==> config.mk <==
export PLATFORM = sky130hd
export DESIGN_NAME = segre_mem_arbiter
export DESIGN_NICKNAME = d
export VERILOG_FILES = /design/src/rtl/segre_pkg.sv /design/src/rtl/segre_rr_arbiter.sv /design/src/rtl/segre_mem_arbiter.sv
export SDC_FILE = /design/constraint.sdc
export NUM_CORES = 1
export LEC_CHECK = 0
export CORE_AREA = 4 4 295 297
export CTS_CLUSTER_SIZE = 14
export DETAILED_ROUTE_END_ITERATION = 8
export DIE_AREA = 0 0 299 301
export PLACE_DENSITY_LB_ADDON = 0.12
export SLEW_MARGIN = 20
export SYNTH_ARGS = -nofsm -noshare
export SYNTH_HDL_FRONTEND = slang
export SYNTH_SLANG_ARGS = --single-unit
==> constraint.sdc <==
create_clock -name clk_i -period 2.85 [get_ports clk_i]
set_input_delay 0.57 -clock clk_i [delete_from_list [all_inputs] [get_ports clk_i]]
set_output_delay 0.57 -clock clk_i [all_outputs]
set_load 0.03 [all_outputs]
==> src/rtl/segre_pkg.sv <==
// Shared types for the memory arbiter slice.
// Line/address sizes and the access-size enum used by all requesters.
package segre_pkg;

  localparam int ADDR_SIZE             = 32;
  localparam int CACHE_LINE_SIZE_BYTES = 16;
  localparam int ARB_MAX_PORTS         = 8;

  typedef enum logic [1:0] {
    BYTE = 2'b00,
    HALF = 2'b01,
    WORD = 2'b10
  } memop_data_type_e;

  typedef enum logic {
    IDLE = 1'b0,
    BUSY = 1'b1
  } arb_state_e;

endpackage

==> src/rtl/segre_rr_arbiter.sv <==
// Combinational grant picker: first requester found searching
// upward from ptr_i, wrapping at N_PORTS-1.
module segre_rr_arbiter
  import segre_pkg::*;
#(
  parameter int N_PORTS = 2,
  parameter int PTR_W   = $clog2(N_PORTS)
) (
  input  logic [N_PORTS-1:0] req_i,
  input  logic [PTR_W-1:0]   ptr_i,
  output logic [N_PORTS-1:0] gnt_o
);

  logic             found;
  logic [PTR_W-1:0] idx;

  always_comb begin
    gnt_o = '0;
    found = 1'b0;
    idx   = '0;
    for (int i = 0; i < N_PORTS; i++) begin
      idx = PTR_W'((int'(ptr_i) + i) % N_PORTS);
      if (!found && req_i[idx]) begin
        gnt_o[idx] = 1'b1;
        found      = 1'b1;
      end
    end
  end

endmodule

==> src/rtl/segre_mem_arbiter.sv <==
// N-port to single-memory arbiter, one open transaction at a time.
// Define SEGRE_MEM_ARB_FIXED_PRIO_EN for fixed (lowest index) priority.
module segre_mem_arbiter
  import segre_pkg::*;
#(
  parameter int N_PORTS    = 2,
  parameter int ADDR_W     = ADDR_SIZE,
  parameter int LINE_BYTES = CACHE_LINE_SIZE_BYTES
) (
  input  logic                                  clk_i,
  input  logic                                  rsn_i,
  input  logic [N_PORTS-1:0]                    req_i,
  input  logic [N_PORTS-1:0][ADDR_W-1:0]        req_addr_i,
  input  logic [N_PORTS-1:0]                    req_rd_i,
  input  logic [N_PORTS-1:0]                    req_wr_i,
  input  memop_data_type_e [N_PORTS-1:0]        req_type_i,
  input  logic [N_PORTS-1:0][LINE_BYTES*8-1:0]  req_wr_data_i,
  output logic [N_PORTS-1:0]                    ready_o,
  output logic [LINE_BYTES*8-1:0]               rd_data_o,
  output logic [ADDR_W-1:0]                     mem_addr_o,
  output logic                                  mem_rd_o,
  output logic                                  mem_wr_o,
  output memop_data_type_e                      mem_type_o,
  output logic [LINE_BYTES*8-1:0]               mem_wr_data_o,
  input  logic [LINE_BYTES*8-1:0]               mem_rd_data_i,
  input  logic                                  mem_ready_i,
  output logic [N_PORTS-1:0]                    grant_o,
  output logic                                  busy_o
);

  localparam int PTR_W = $clog2(N_PORTS);
  localparam int LW    = LINE_BYTES * 8;

  arb_state_e       state_q, state_d;
  logic [PTR_W-1:0] ptr_q, ptr_d;
  logic [N_PORTS-1:0] grant_q, grant_d, sel_gnt;
  logic [ADDR_W-1:0] addr_q, addr_d;
  logic             rd_q, rd_d;
  logic             wr_q, wr_d;
  memop_data_type_e type_q, type_d;
  logic [LW-1:0]    wdata_q, wdata_d;
  logic             done;

  segre_rr_arbiter #(
    .N_PORTS (N_PORTS),
    .PTR_W   (PTR_W)
  ) u_rr (
    .req_i (req_i),
    .ptr_i (ptr_q),
    .gnt_o (sel_gnt)
  );

  assign done = (state_q == BUSY) && mem_ready_i;

  always_comb begin
    state_d = state_q;
    ptr_d   = ptr_q;
    grant_d = grant_q;
    addr_d  = addr_q;
    rd_d    = rd_q;
    wr_d    = wr_q;
    type_d  = type_q;
    wdata_d = wdata_q;
    unique case (state_q)
      IDLE: begin
        if (|req_i) begin
          state_d = BUSY;
          grant_d = sel_gnt;
          for (int p = 0; p < N_PORTS; p++) begin
            if (sel_gnt[p]) begin
              addr_d  = req_addr_i[p];
              // a combined read+write is issued as a write
              rd_d    = req_rd_i[p] & ~req_wr_i[p];
              wr_d    = req_wr_i[p];
              type_d  = req_type_i[p];
              wdata_d = req_wr_data_i[p];
`ifdef SEGRE_MEM_ARB_FIXED_PRIO_EN
              ptr_d   = '0;
`else
              ptr_d   = (p == N_PORTS - 1) ? '0 : PTR_W'(p + 1);
`endif
            end
          end
        end
      end
      BUSY: begin
        if (mem_ready_i) begin
          state_d = IDLE;
          grant_d = '0;
          rd_d    = 1'b0;
          wr_d    = 1'b0;
        end
      end
      default: state_d = IDLE;
    endcase
  end

  always_ff @(posedge clk_i or negedge rsn_i) begin
    if (!rsn_i) begin
      state_q <= IDLE;
      ptr_q   <= '0;
      grant_q <= '0;
      addr_q  <= '0;
      rd_q    <= 1'b0;
      wr_q    <= 1'b0;
      type_q  <= WORD;
      wdata_q <= '0;
    end else begin
      state_q <= state_d;
      ptr_q   <= ptr_d;
      grant_q <= grant_d;
      addr_q  <= addr_d;
      rd_q    <= rd_d;
      wr_q    <= wr_d;
      type_q  <= type_d;
      wdata_q <= wdata_d;
    end
  end

  assign ready_o       = done ? grant_q : '0;
  assign rd_data_o     = mem_rd_data_i;
  assign mem_addr_o    = addr_q;
  assign mem_rd_o      = rd_q;
  assign mem_wr_o      = wr_q;
  assign mem_type_o    = type_q;
  assign mem_wr_data_o = wdata_q;
  assign grant_o       = grant_q;
  assign busy_o        = (state_q == BUSY);

endmodule

==> out/metrics.csv <==
metric;value;unit
H-tree depth;4;
met2 Track Usage GR;17.5;%
most frequent cell after synthesis;nand2_1;
port bufs;501;
top_reg_cell synth;dfrtp_1;
post-synth top area share;52.4;%
GRT overflow;0;
CP Max Fanout;9;
Fillers;9502;
Sw Share;38.4;%
largest net degree at the start of global routing;60;
CTS buffer count;17;
total of max-cap violations;0;
Reg power frac;33.0;%
DR pass1 iterations;4;
Worst-Margin Slew;0.544;ns
Starting Density;9.43;%
CTS tree;built;
clock sinks;168;
syn avg cell area;9.27;um2
Hold/Removal Path Class;in -> async;
Fmax achieved;0.385;GHz
pwr/cell area;703;mW/mm2
ys async rst share;100;%
Lkg Pwr;5.95;nW
Slew headroom;63.7;%
number of synthesis warnings;0;
CP Capture Type;output port;
final setup vio count;0;
post-CTS sizing;0;
DRC;0;
CTS Hold Bufs;0;
Worst Path Arrival;2.02;ns
CTS root buffer;clkbuf_16;
initial antenna violation count;2;
Setup Crit Path Kind;reg -> out;
clock slew at reported path FFs;0.08;ns
synth top area cells;dfrtp_1 52%, nand2_1 15%, a22oi_1 15%;
# nets final;1692;
layout cells sized above 1;5.63;%
critical path launch point type;register;
gr busiest metal;met2;
HPWL Detailed;33500;um
RSZ-0062 raised after global routing;no;
number of I/O pins;758;
met3 Resource Use GR;4.01;%
Area Growth Syn to Fin;78.9;%
Post-Syn Area;0.00798;mm2
post-synthesis register bit count;168;
clock tree buffer depth;2;
post-layout min period;2.59;ns
Post-synth top cells;325 x nand2_1, 167 x dfrtp_1, 161 x a22oi_1;
non-filler instance count after layout;2388;
row count;107;
WL final;44000;um
post-route clock skew;0.0207;ns
global router's overall resource usage;9.54;%
Netlist cell types;23;
Syn Nets;1322;
maximum vdd drop;455;uV
switching power;3.86;mW
placed cells;2356;
Avg Vias per Cell;3.17;
post-synthesis cell count;861;
EDFF count, synth;0;
Setup Buffers After CTS;0;
routed length per instance;18.4;um
Clock Latency Late Sink;0.49;ns
ANT nets after route;0;
die area;0.0900;mm2
first-pass GRT wire length;61800;um
Fin Setup TNS;0;ns
Seq/Total Area, Yosys;52.7;%
hold violation count in the final report;0;
met1 Use GR;9.14;%
n_diodes;0;
Core ar.;0.0846;mm2
gp weighted congestion;0.703;
P_int;6.18;mW
Die Wd;299;um
Slew Limit Fails;0;
Clock Power Share;25.9;%
Final Cycle Share;91.0;%
combinational share of power;41.1;%
CP required;2.28;ns
number of global-route vias before repair;8431;
Via Count;7579;
initial DRC count;346;
height of the die;301;um
run status;completed;
Synth area leader;dfrtp_1;
## power by group through the flow
stage / logic, mW / clock network [mW] / registers (mW)
floorplan: 1.11 / 0 / 4.51
global placement: 4.24 / 0 / 3.36
detailed placement: 4.22 / 0 / 3.35
CTS: 4.23 / 2.78 / 3.32
global route: 4.41 / 2.84 / 3.40
finish: 4.13 / 2.60 / 3.32
## final timing paths
path	from	to	slack (ns)	cells after the start
worst min register to register	mem_rd_o	mem_rd_o	0.50	2
max in group asynchronous	rsn_i	mem_type_o[1]	1.94	2
worst min-delay path	rsn_i	mem_wr_data_o[76]	0.07	1
worst max register to register	busy_o	mem_wr_data_o[47]	1.05	5
min in group clk_i	mem_rd_o	mem_rd_o	0.50	2
worst max-delay path	busy_o	ready_o[0]	0.26	2
## worst max-delay path, cell delays in order (launching register included)
cell,delay (ns)
dfrtp_1,0.63
and3_1,0.24
clkdlybuf4s50_1,0.67
## cells by family (layout without fill, tap and decap cells)
family,count (synthesis),in the layout,share of synthesized area (%)
DFF,168,168,52.7
and+or+nand+nor,328,328,15.5
muxes,2,2,0.251
AOI/OAI and AO/OA,175,175,16.4
buffers and inverters,188,571,15.2
## layer usage
metal / part of all wire [%] / vias up / wire length (um)
li1: - / 3513 / -
met1: 33 / 3606 / 14700
met2: 54 / 347 / 23600
met3: 8.8 / 113 / 3860
met4: 4.1 / 0 / 1790
met5: 0 / - / 0
## layout by cell type, fill, tap and decap left out, types with 2 or more instances in the layout
master           count
buf_12              13
inv_6                4
a21o_1               4
o21ai_1              3
a22oi_1            161
clkdlybuf4s50_1    500
mux2i_1              2
dfrtp_1            167
clkbuf_16           17
inv_1                5
nand2_1            325
clkinvlp_4           3
clkbuf_8             4
clkinv_4             2
a211oi_4             2
buf_4               19
bufinv_16            2
and3_1               2
## through the flow
stage	power (mW)	cell area (um2)	util [%]	hold slack [ns]	setup slack [ns]
finish	10.0	14300	16.9	0.0672	0.256
global route	10.7	14300	16.9	0.0693	0.0928
detailed placement	7.57	13700	16.2	0.482	0.356
floorplan	5.62	7980	-	0.274	1.19
global placement	7.60	13700	16.2	0.472	0.348
CTS	10.3	14300	16.9	0.0398	0.169
## registers in the layout, indices dropped and copies added (netlist names)
signal and count:
mem_wr_data_o 128, ptr_q 1, mem_rd_o 1, grant_o 2, mem_addr_o 32, mem_wr_o 1
mem_type_o 2, busy_o 1
## final cells by class
cell class / instances / area [um2] / share of cell area [%]
multi-input cells: 505 / 2590 / 18.2
inverters: 6 / 22.5 / 0.158
clock buffers: 20 / 467 / 3.27
repair buffers: 533 / 5420 / 38.0
well taps: 1144 / 1430 / 10.0
flip-flops and latches: 168 / 4210 / 29.4
clock inverters: 12 / 140 / 0.981
(Power assumes the default switching activity.)
